### src/rtl/mem_agent_types_pkg.sv
// Shared types and constants for the memory agent AXI responders.
package mem_agent_types;

  localparam int AXI_MASTER_DATA_WIDTH  = 64;
  localparam int AXI_MASTER_ADDR_WIDTH  = 32;
  localparam int AXI_ID_WIDTH           = 4;
  localparam int AXI_RD_OUTSTANDING_MAX = 16;
  localparam int DEBG_COUNTER_BITS      = 32;

  localparam logic [31:0] AXI_RD_ADDR_BASE = 32'h4000_0000;
  localparam logic [31:0] AXI_RD_ADDR_HIGH = 32'h5000_0000;

  localparam logic [1:0] AXI_RESP_OKAY   = 2'b00;
  localparam logic [1:0] AXI_RESP_SLVERR = 2'b10;

  // One accepted read burst waiting for service.
  typedef struct packed {
    logic [31:0]             addr;
    logic [7:0]              len;
    logic [AXI_ID_WIDTH-1:0] id;
    logic                    err;
  } ar_entry_t;

  // Producer side of the AR queue.
  typedef struct packed {
    logic      en;
    ar_entry_t data;
  } fifo_wr_if_t;

  // Consumer side of the AR queue: head entry and empty flag.
  typedef struct packed {
    logic      empty;
    ar_entry_t data;
  } fifo_rd_if_t;

  typedef enum logic {
    RD_IDLE,
    RD_BURST
  } rd_state_t;

  // True when any byte of the burst falls outside [base, high).
  // The end address is formed in 33 bits so a carry out of bit 31 is kept.
  function automatic logic ar_out_of_window(input logic [31:0] addr,
                                            input logic [7:0]  len,
                                            input logic [31:0] base,
                                            input logic [31:0] high);
    logic [8:0]  beats;
    logic [32:0] end_addr;
    beats    = {1'b0, len} + 9'd1;
    end_addr = {1'b0, addr} + {21'd0, beats, 3'b000};
    return (addr < base) || (end_addr > {1'b0, high});
  endfunction

  // Address-derived beat pattern the master self-checks against.
  function automatic logic [63:0] rd_pattern(input logic [31:0] addr);
    return {~addr, addr};
  endfunction

endpackage

### src/rtl/mem_agent_sync_fifo.sv
// Synchronous FIFO with show-ahead read; port bundles are type parameters so
// the write-path agent can reuse it with its own entry type.
module mem_agent_sync_fifo
  import mem_agent_types::*;
#(
  parameter int  DEPTH     = AXI_RD_OUTSTANDING_MAX,
  parameter type payload_t = ar_entry_t,
  parameter type wr_if_t   = fifo_wr_if_t,
  parameter type rd_if_t   = fifo_rd_if_t
) (
  input  logic   clk,
  input  logic   rst,
  input  wr_if_t wr,
  output logic   full,
  input  logic   rd_en,
  output rd_if_t rd
);

  localparam int PW = $clog2(DEPTH);

  payload_t       mem [DEPTH];
  logic [PW-1:0]  wr_ptr;
  logic [PW-1:0]  rd_ptr;
  logic [PW:0]    count;
  logic           empty;
  logic           push;
  logic           pop;

  assign full  = (count == (PW+1)'(DEPTH));
  assign empty = (count == '0);
  assign push  = wr.en && !full;
  assign pop   = rd_en && !empty;

  // Present the head entry combinationally from storage.
  always_comb begin
    rd.empty = empty;
    rd.data  = mem[rd_ptr];
  end

  // Pointer and occupancy bookkeeping; pointers wrap naturally (DEPTH is 2^n).
  always_ff @(posedge clk or posedge rst) begin
    // NOTE: non-blocking assignments keep every flop sampling pre-edge values, so block order never matters.
    if (rst) begin
      wr_ptr <= '0;
      rd_ptr <= '0;
      count  <= '0;
    end else begin
      if (push) wr_ptr <= wr_ptr + PW'(1);
      if (pop)  rd_ptr <= rd_ptr + PW'(1);
      count <= count + (PW+1)'(push) - (PW+1)'(pop);
    end
  end

  // Entry storage.
  always_ff @(posedge clk) begin
    // NOTE: storage is not reset; the zeroed count already marks every slot invalid, and no reset keeps it RAM-mappable.
    if (push) mem[wr_ptr] <= wr.data;
  end

endmodule

### src/rtl/mem_agent_rd_responder.sv
// AXI4 read responder standing in for DDR: queues AR bursts in order and
// returns an address-derived pattern (or SLVERR zeros) on R.
module mem_agent_rd_responder
  import mem_agent_types::*;
#(
  parameter int          DATA_WIDTH  = AXI_MASTER_DATA_WIDTH,
  parameter int          ADDR_WIDTH  = AXI_MASTER_ADDR_WIDTH,
  parameter int          ID_WIDTH    = AXI_ID_WIDTH,
  parameter int          OUTSTANDING = AXI_RD_OUTSTANDING_MAX,
  parameter logic [31:0] ADDR_BASE   = AXI_RD_ADDR_BASE,
  parameter logic [31:0] ADDR_HIGH   = AXI_RD_ADDR_HIGH
) (
  input  logic                         clk,
  input  logic                         rst,
  input  logic                         s_arvalid,
  output logic                         s_arready,
  input  logic [ADDR_WIDTH-1:0]        s_araddr,
  input  logic [7:0]                   s_arlen,
  input  logic [ID_WIDTH-1:0]          s_arid,
  output logic                         s_rvalid,
  input  logic                         s_rready,
  output logic [DATA_WIDTH-1:0]        s_rdata,
  output logic [ID_WIDTH-1:0]          s_rid,
  output logic [1:0]                   s_rresp,
  output logic                         s_rlast,
  output logic [DEBG_COUNTER_BITS-1:0] dbg_ar_cnt,
  output logic [DEBG_COUNTER_BITS-1:0] dbg_r_beats,
  output logic [DEBG_COUNTER_BITS-1:0] dbg_err_cnt
);

  localparam int OW = $clog2(OUTSTANDING) + 1;

  logic        ar_hs;
  logic        rd_hs;
  logic        ar_err;
  logic [31:0] ar_addr;

  logic        stg_vld_q;
  ar_entry_t   stg_q;

  fifo_wr_if_t q_wr;
  fifo_rd_if_t q_rd;
  logic        q_full;
  logic        pop;
  logic        burst_done;

  logic [OW-1:0] outst_q;
  logic [OW-1:0] outst_d;

  rd_state_t               state_q,      state_d;
  logic [31:0]             beat_addr_q,  beat_addr_d;
  logic [7:0]              beats_left_q, beats_left_d;
  logic [AXI_ID_WIDTH-1:0] cur_id_q,     cur_id_d;
  logic                    cur_err_q,    cur_err_d;

  assign ar_addr = 32'(s_araddr);
  assign ar_hs   = s_arvalid && s_arready;
  assign rd_hs   = s_rvalid && s_rready;
  assign ar_err  = ar_out_of_window(ar_addr, s_arlen, ADDR_BASE, ADDR_HIGH);

  // Register each accepted AR with its window check before it enters the queue.
  always_ff @(posedge clk or posedge rst) begin
    if (rst) begin
      stg_vld_q <= 1'b0;
      stg_q     <= '0;
    end else begin
      stg_vld_q <= ar_hs;
      if (ar_hs) stg_q <= '{addr: ar_addr, len: s_arlen,
                            id: AXI_ID_WIDTH'(s_arid), err: ar_err};
    end
  end

  assign q_wr = '{en: stg_vld_q && !q_full, data: stg_q};

  mem_agent_sync_fifo #(
    .DEPTH     (OUTSTANDING),
    .payload_t (ar_entry_t),
    .wr_if_t   (fifo_wr_if_t),
    .rd_if_t   (fifo_rd_if_t)
  ) u_ar_fifo (
    .clk   (clk),
    .rst   (rst),
    .wr    (q_wr),
    .full  (q_full),
    .rd_en (pop),
    .rd    (q_rd)
  );

  // Next-state logic: pop in IDLE, step beats in BURST, chain bursts without a bubble.
  always_comb begin
    // NOTE: every variable gets its default first so no path can leave it unassigned and infer a latch.
    state_d      = state_q;
    beat_addr_d  = beat_addr_q;
    beats_left_d = beats_left_q;
    cur_id_d     = cur_id_q;
    cur_err_d    = cur_err_q;
    pop          = 1'b0;
    burst_done   = 1'b0;
    unique case (state_q)
      RD_IDLE: begin
        if (!q_rd.empty) begin
          pop          = 1'b1;
          beat_addr_d  = q_rd.data.addr;
          beats_left_d = q_rd.data.len;
          cur_id_d     = q_rd.data.id;
          cur_err_d    = q_rd.data.err;
          state_d      = RD_BURST;
        end
      end
      RD_BURST: begin
        if (rd_hs) begin
          if (beats_left_q != 8'd0) begin
            beat_addr_d  = beat_addr_q + 32'd8;
            beats_left_d = beats_left_q - 8'd1;
          end else begin
            burst_done = 1'b1;
            if (!q_rd.empty) begin
              pop          = 1'b1;
              beat_addr_d  = q_rd.data.addr;
              beats_left_d = q_rd.data.len;
              cur_id_d     = q_rd.data.id;
              cur_err_d    = q_rd.data.err;
            end else begin
              state_d = RD_IDLE;
            end
          end
        end
      end
      default: state_d = RD_IDLE;
    endcase
  end

  // Outstanding bursts count from acceptance until their last beat completes,
  // so the active burst holds a slot alongside the queued ones.
  assign outst_d = outst_q + OW'(ar_hs) - OW'(burst_done);

  // State, burst tracking and registered R outputs derived from next-state values.
  always_ff @(posedge clk or posedge rst) begin
    if (rst) begin
      state_q      <= RD_IDLE;
      beat_addr_q  <= '0;
      beats_left_q <= '0;
      cur_id_q     <= '0;
      cur_err_q    <= 1'b0;
      s_rvalid     <= 1'b0;
      s_rlast      <= 1'b0;
      s_rdata      <= '0;
      s_rid        <= '0;
      s_rresp      <= AXI_RESP_OKAY;
    end else begin
      state_q      <= state_d;
      beat_addr_q  <= beat_addr_d;
      beats_left_q <= beats_left_d;
      cur_id_q     <= cur_id_d;
      cur_err_q    <= cur_err_d;
      s_rvalid     <= (state_d == RD_BURST);
      s_rlast      <= (state_d == RD_BURST) && (beats_left_d == 8'd0);
      s_rdata      <= (state_d == RD_BURST && !cur_err_d) ?
                      DATA_WIDTH'(rd_pattern(beat_addr_d)) : '0;
      s_rid        <= ID_WIDTH'(cur_id_d);
      s_rresp      <= (state_d == RD_BURST && cur_err_d) ? AXI_RESP_SLVERR : AXI_RESP_OKAY;
    end
  end

  // Flow control: AR is refused once OUTSTANDING bursts are in flight.
  always_ff @(posedge clk or posedge rst) begin
    if (rst) begin
      outst_q   <= '0;
      s_arready <= 1'b1;
    end else begin
      outst_q   <= outst_d;
      s_arready <= (outst_d != OW'(OUTSTANDING));
    end
  end

  // Free-running traffic counters, wrapping at their width.
  always_ff @(posedge clk or posedge rst) begin
    if (rst) begin
      dbg_ar_cnt  <= '0;
      dbg_r_beats <= '0;
      dbg_err_cnt <= '0;
    end else begin
      if (ar_hs)           dbg_ar_cnt  <= dbg_ar_cnt + 1'b1;
      if (rd_hs)           dbg_r_beats <= dbg_r_beats + 1'b1;
      if (ar_hs && ar_err) dbg_err_cnt <= dbg_err_cnt + 1'b1;
    end
  end

endmodule

### config.mk
export PLATFORM = sky130hd
export DESIGN_NAME = mem_agent_rd_responder
export DESIGN_NICKNAME = d
export VERILOG_FILES = /design/src/rtl/mem_agent_types_pkg.sv /design/src/rtl/mem_agent_sync_fifo.sv /design/src/rtl/mem_agent_rd_responder.sv
export SDC_FILE = /design/constraint.sdc
export NUM_CORES = 1
export LEC_CHECK = 0
export CORE_AREA = 2 2 288 290
export CTS_BUF_LIST = sky130_fd_sc_hd__clkbuf_4 sky130_fd_sc_hd__clkbuf_8
export DETAILED_ROUTE_END_ITERATION = 7
export DIE_AREA = 0 0 290 292
export PLACE_DENSITY_LB_ADDON = 0.15
export SETUP_SLACK_MARGIN = 0.1
export SLEW_MARGIN = 30
export SYNTH_ARGS = -nofsm -noshare
export SYNTH_HDL_FRONTEND = slang
export SYNTH_HIERARCHICAL = 1
export SYNTH_SLANG_ARGS = --single-unit
### constraint.sdc
create_clock -name clk -period 11.6 [get_ports clk]
set_clock_uncertainty 0.2 [all_clocks]
set_input_delay 2.9 -clock clk [delete_from_list [all_inputs] [get_ports clk]]
set_output_delay 2.9 -clock clk [all_outputs]
set_load 0.1 [all_outputs]
==> impl_metrics.env, run 1 <==
export IMPL_status="completed"
export IMPL_fmax_mhz=142.2
export IMPL_netlist_instances=2556
export IMPL_slew_headroom_pct=29.69
export IMPL_hold_violations=0
export IMPL_io_buffers=215
export IMPL_grt_pass1_vias=24350
export IMPL_whs_ps=275.2
export IMPL_grt_ovfl_total=0
export IMPL_yosysSeqAreaShare_pct=70.44
export IMPL_clkSinkCount=993
export IMPL_synthFlopType="edfxtp_1"
export IMPL_worst_slack_ps=4566
export IMPL_synth_avg_cell_area_um2=15.80
export IMPL_grt_setup_unrepaired="no"
export IMPL_synth_async_reset_ratio_pct=27.49
export IMPL_yosys_warnings=6
export IMPL_rows=105
export IMPL_end_kind="flip-flop"
export IMPL_synth_enable_flop_cells=720
export IMPL_cts_buffers=161
export IMPL_cts_hold_buf=0
export IMPL_grt_max_degree=158
export IMPL_place_congestion=0.8520
export IMPL_vdd_drop_max_mv=0.1607
export IMPL_grt_busiest_layer="met2"
export IMPL_worstSetupPathType="in -> reg"
export IMPL_drt_initial_drc_count=1943
export IMPL_yosysMostFrequentCell="edfxtp_1"
export IMPL_drcViolationCount=0
export IMPL_start_util_pct=49.51
export IMPL_layout_nets=2938
export IMPL_use_met2_pct=37.03
export IMPL_period_share_pct=60.64
export IMPL_grt_pass1_wl_um=151800
export IMPL_synth_area_mm2=0.04039
export IMPL_yosys_top_cells_count="720 x edfxtp_1, 272 x dfrtp_1, 253 x nand2_1, 184 x mux2i_1, 100 x xnor2_1"
export IMPL_synth_nets=2639
export IMPL_io_pins=217
export IMPL_cts_setup_buffers=0
export IMPL_start_kind="primary input"
export IMPL_grt_total_usage_pct=24.12
export IMPL_path_cells="clkdlybuf4s50_1, and3_1, nand3_1, or2_2, xnor2_1, ha_1, or3_4, o31ai_4, nor2_1, or3_1, a221oi_2, nand4b_4, nand2_2, mux2_1"
export IMPL_postRouteAntennaNets=0
export IMPL_period_needed_ps=7034
export IMPL_setup_violations=0
export IMPL_ys_types=86
export IMPL_cts_clk_slew_worst_paths_ps=60
export IMPL_die_height_um=292
export IMPL_dr_pass1_iters=5
export IMPL_core_area_mm2=0.08158
export IMPL_gr_usage_met3_pct=5.397
export IMPL_worstSkewPairLatency_ps=780
export IMPL_place_inst=3761
export IMPL_die_w_um=290
export IMPL_slew_viol_final=0
export IMPL_worstMarginPinSlew_ps=1055
export IMPL_synth_seq_cells=993
export IMPL_htree_num_levels=4
export IMPL_cts_tree="built"
export IMPL_synth_top_area_share_pct=53.52
export IMPL_yosysTopAreaCell="edfxtp_1"
export IMPL_powerDensity_mw_per_mm2=253.2
export IMPL_antenna_found_initial=11
export IMPL_drive_gt1_share_pct=16.77
export IMPL_wl_per_cell_um=24.99
export IMPL_vias=23990
export IMPL_required_ps=12070
export IMPL_crit_path_max_fanout=31
export IMPL_synth_area_leaders="edfxtp_1 54%, dfrtp_1 17%, mux4_2 5.0%"
export IMPL_clock_path_buffers=3
export IMPL_cap_violations=0
export IMPL_finalWirelength_um=101500
export IMPL_use_met1_pct=34.08
export IMPL_fin_cells=4064
export IMPL_cts_resized_gates=0
export IMPL_arrival_ps=7500
export IMPL_root_buffer="clkbuf_8"
export IMPL_hp_class="reg -> reg"
export IMPL_die_area_mm2=0.08468
export IMPL_slowest_delay_ps=640
export IMPL_cp_slowest_cell="nand4b_4"
export IMPL_fin_setup_tns_ps=0
export IMPL_synthToLayoutAreaGrowth_pct=16.37
export IMPL_leakagePower_nw=18.01
export IMPL_dp_slack_ps=3764
export IMPL_dp_hpwl_um=56730
export IMPL_vias_per_cell=5.903
cells in the final DEF, fill, tap and decap left out, drive strengths merged, types with 4 or more instances in the layout:
cell type and n:
and2 16, a221oi 91, mux2i 184, nor4 17, nor2b 31, bufinv 4
buf 41, o211ai 7, xor2 22, nor2 92, a21o 10, nand3 55
nand2 254, clkbuf 229, mux4 90, a21oi 32, a31oi 10, and4 7
dfrtp 272, or3 5, nor3 24, or2 4, nor3b 4, nand4 45
ha 32, clkinv 54, and3 46, a221o 17, inv 61, a211oi 5
diode 6, xnor2 100, o31ai 5, clkdlybuf4s50 213, o21ai 91, a22oi 49
edfxtp 720, mux2 11
metal layers:
metal	routed length, um	vias to the layer above
li1	-	10460
met2	46570	1007
met5	103	-
met1	43970	12290
met3	8009	216
met4	2891	16
report_power, final:
| group | total (mW) | internal (mW) | switching [mW] |
|---|---|---|---|
| Sequential | 5.20 | 4.67 | 0.530 |
| Clock | 3.02 | 1.66 | 1.36 |
| Combinational | 3.69 | 1.14 | 2.54 |
per-stage QoR:
| step | util (%) | power [mW] | cell area (um^2) |
|---|---|---|---|
| after global routing | 57.62 | 12.44 | 47010 |
| final | 57.62 | 11.90 | 47010 |
| after global placement | 53.55 | 8.853 | 43690 |
| after detailed placement | 53.58 | 8.959 | 43710 |
| after floorplan | - | 7.784 | 40400 |
| after CTS | 57.56 | 11.98 | 46960 |
logic make-up after synthesis:
group / count (synthesis) / synth area share, %
other: 1 / 0.009283
buffers and inverters: 173 / 2.038
adder cells (fa/ha/maj): 35 / 1.140
flip-flops: 993 / 70.44
XOR/XNOR: 122 / 2.645
AO/OA/AOI/OAI: 333 / 5.932
AND/OR/NAND/NOR: 614 / 7.914
multiplexers: 285 / 9.884
final cells by class:
cell class / count / area, um^2
antenna: 6 / 15.01
clock buffer: 229 / 2814
clock inverter: 67 / 437.9
fill: 6278 / 34580
inverter: 55 / 214.0
multi-input combinational: 1390 / 11230
sequential: 993 / 28460
tap: 1070 / 1339
timing repair buffer: 254 / 2496
final timing paths:
kind | start | to | slack [ps] | depth (start not counted)
setup / recovery | s_arlen[4] | dbg_err_cnt[1] | 4570 | 14
hold / removal | dbg_ar_cnt[31] | dbg_ar_cnt[31] | 280 | 1
setup reg to reg | u_ar_fifo/rd_ptr[0] | s_rlast | 6570 | 9
hold reg to reg | dbg_ar_cnt[31] | dbg_ar_cnt[31] | 280 | 1
max in group asynchronous | rst | dbg_r_beats[28] | 7280 | 3
min in group asynchronous | rst | u_ar_fifo/count[4] | 2430 | 2
critical path, delay by kind of cell:
family | cells | cell delay [ps]
AND/OR/NAND/NOR | 8 | 2440
AO/OA/AOI/OAI | 2 | 790
XOR/XNOR | 1 | 150
buffers and inverters | 1 | 600
multiplexers | 1 | 340
adder cells (fa/ha/maj) | 1 | 270
sequential cells by signal, indices dropped and copies added, names as in the netlist, 4 cells and up:
name              cells
beat_addr_q          32
dbg_ar_cnt           32
u_ar_fifo/rd_ptr      4
dbg_err_cnt          32
beats_left_q          8
q_wr                 45
s_rdata              64
u_ar_fifo/mem       720
u_ar_fifo/count       5
cur_id_q              4
outst_q               5
u_ar_fifo/wr_ptr      4
dbg_r_beats          32
Note: power is estimated with default switching activity, not from simulation.
==> run 2: changes to the inputs <==
clock period = 6.96 ns   (was 11.6 ns; I/O delays follow)
==> impl_metrics.env, run 2 (same netlist as run 1, synthesis figures left out) <==
export IMPL_status="completed"
export IMPL_final_area_mm2=0.04741
export IMPL_cts_buffers=161
export IMPL_r2r_start="beats_left_q[3]"
export IMPL_end_kind="flip-flop"
export IMPL_setup_violations=0
export IMPL_die_w_um=290
export IMPL_layout_common_cells="720 x edfxtp_1, 268 x dfrtp_1, 250 x nand2_1"
export IMPL_grt_total_usage_pct=24.57
export IMPL_leakagePower_nw=18.21
export IMPL_start_util_pct=49.51
export IMPL_period_needed_ps=5267
export IMPL_cp_slowest_cell="clkdlybuf4s50_1"
export IMPL_grt_ovfl_total=0
export IMPL_die_area_mm2=0.08468
export IMPL_cts_hold_buf=0
export IMPL_drt_initial_drc_count=2100
export IMPL_clock_path_buffers=3
export IMPL_largest_reg_flops=720
export IMPL_crit_path_max_fanout=30
export IMPL_postRouteAntennaNets=0
export IMPL_slew_viol_final=0
export IMPL_worstSetupPathType="in -> reg"
export IMPL_rows=105
export IMPL_seq_area_mm2=0.02846
export IMPL_cp_startpoint="s_arlen[4]"
export IMPL_vias_per_cell=5.915
export IMPL_grt_pass1_wl_um=154000
export IMPL_crit_path_frequent_cell="xnor2_1"
export IMPL_top_register="u_ar_fifo/mem"
export IMPL_slowest_delay_ps=560
export IMPL_multiInputGateArea_mm2=0.01124
export IMPL_powerDensity_mw_per_mm2=425.4
export IMPL_cts_setup_buffers=0
export IMPL_worstSkewPairLatency_ps=810
export IMPL_place_congestion=0.8802
export IMPL_layout_nets=2949
export IMPL_htree_num_levels=4
export IMPL_dr_pass1_iters=5
export IMPL_fin_total_pwr_mw=20.17
export IMPL_fmax_mhz=189.9
export IMPL_grt_max_degree=129
export IMPL_vdd_drop_max_mv=0.4009
export IMPL_worstMarginPinSlew_ps=1033
export IMPL_die_height_um=292
export IMPL_cts_tree="built"
export IMPL_required_ps=7480
export IMPL_start_kind="primary input"
export IMPL_clkSinkCount=993
export IMPL_fin_setup_tns_ps=0
export IMPL_cts_clk_slew_worst_paths_ps=60
export IMPL_cts_resized_gates=0
export IMPL_vias=24120
export IMPL_io_buffers=215
export IMPL_dp_hpwl_um=60300
export IMPL_layout_commonest_cell="edfxtp_1"
export IMPL_hold_violations=0
export IMPL_n_fill_cell=6197
export IMPL_root_buffer="clkbuf_8"
export IMPL_period_share_pct=75.67
export IMPL_core_area_mm2=0.08158
export IMPL_arrival_ps=5780
export IMPL_cap_violations=0
export IMPL_drive_gt1_share_pct=17.68
export IMPL_slew_headroom_pct=30.91
export IMPL_antenna_found_initial=5
export IMPL_hp_start="dbg_r_beats[31]"
export IMPL_wl_per_cell_um=25.33
export IMPL_grt_pass1_vias=24370
export IMPL_path_cells="clkdlybuf4s50_1, and3_1, nand3_1, or2_2, xnor2_1, ha_1, or3_4, o31ai_4, nor2_1, or3_1, a221oi_2, nand4b_4, buf_4, nand4_2, xnor2_1"
export IMPL_io_pins=217
export IMPL_placed_cell_area_mm2=0.04385
export IMPL_synthToLayoutAreaGrowth_pct=17.38
export IMPL_drcViolationCount=0
export IMPL_hp_class="reg -> reg"
export IMPL_grt_setup_unrepaired="no"
export IMPL_finalWirelength_um=103300
==> run 2: cell types whose count changed in the layout (fill, tap and decap cells not counted), moves of 2 or more <==
cell,before,now
diode_2,6,4
clkbuf_8,175,189
buf_4,34,43
buf_16,1,5
and2_2,9,3
clkinv_1,28,16
bufinv_16,4,6
and2_4,1,7
clkinv_2,26,15
inv_12,0,2
clkbuf_4,54,64
clkdlybuf4s50_1,213,211
==> run 2: layout make-up <==
cell class / count / share of cell area [%]
clock inverter: 47 / 0.9236
tap: 1070 / 2.824
inverter: 55 / 0.4460
sequential: 993 / 60.03
clock buffer: 253 / 6.500
antenna: 4 / 0.02111
multi-input combinational: 1390 / 23.70
timing repair buffer: 265 / 5.552
==> run 2: critical path: cells and delay by family <==
kind | cells | cell delay, ps
AND/OR/NAND/NOR | 8 | 1790
adder cells (fa/ha/maj) | 1 | 270
XOR/XNOR | 2 | 300
AO/OA/AOI/OAI | 2 | 800
buffers and inverters | 2 | 870
==> run 2: layer usage <==
layer	global-route usage, %	share of wire [%]
met5	0	0.033
met4	8.537	3.0
met3	4.932	7.4
met2	39.29	47
met1	33.88	42
==> run 2: final timing paths <==
check	to	slack [ps]	depth (start not counted)
hold / removal	dbg_r_beats[31]	270	1
setup reg to reg	u_ar_fifo/count[4]	2600	13
hold reg to reg	dbg_r_beats[31]	270	1
min in group asynchronous	u_ar_fifo/wr_ptr[1]	1170	2
setup / recovery	dbg_err_cnt[24]	1690	15
max in group asynchronous	dbg_ar_cnt[29]	4060	3
==> run 2: metrics by stage <==
stage,std cells,util (%),hold WS (ps),worst slack [ps]
floorplan,2556,-,280.8,708.7
global placement,3768,53.62,265.1,959.7
detailed placement,3772,53.75,263.8,895.9
CTS,4072,58.07,273.1,1771
global route,4075,58.11,316.0,1542
finish,4077,58.12,269.9,1693
==> run 2: where the power goes <==
part	internal (mW)	leakage [nW]	switching, mW	total (mW)
logic	1.93	6.30	4.24	6.17
registers	7.78	10.0	0.846	8.63
clock network	3.06	1.88	2.32	5.38
total	12.8	18.2	7.40	20.2
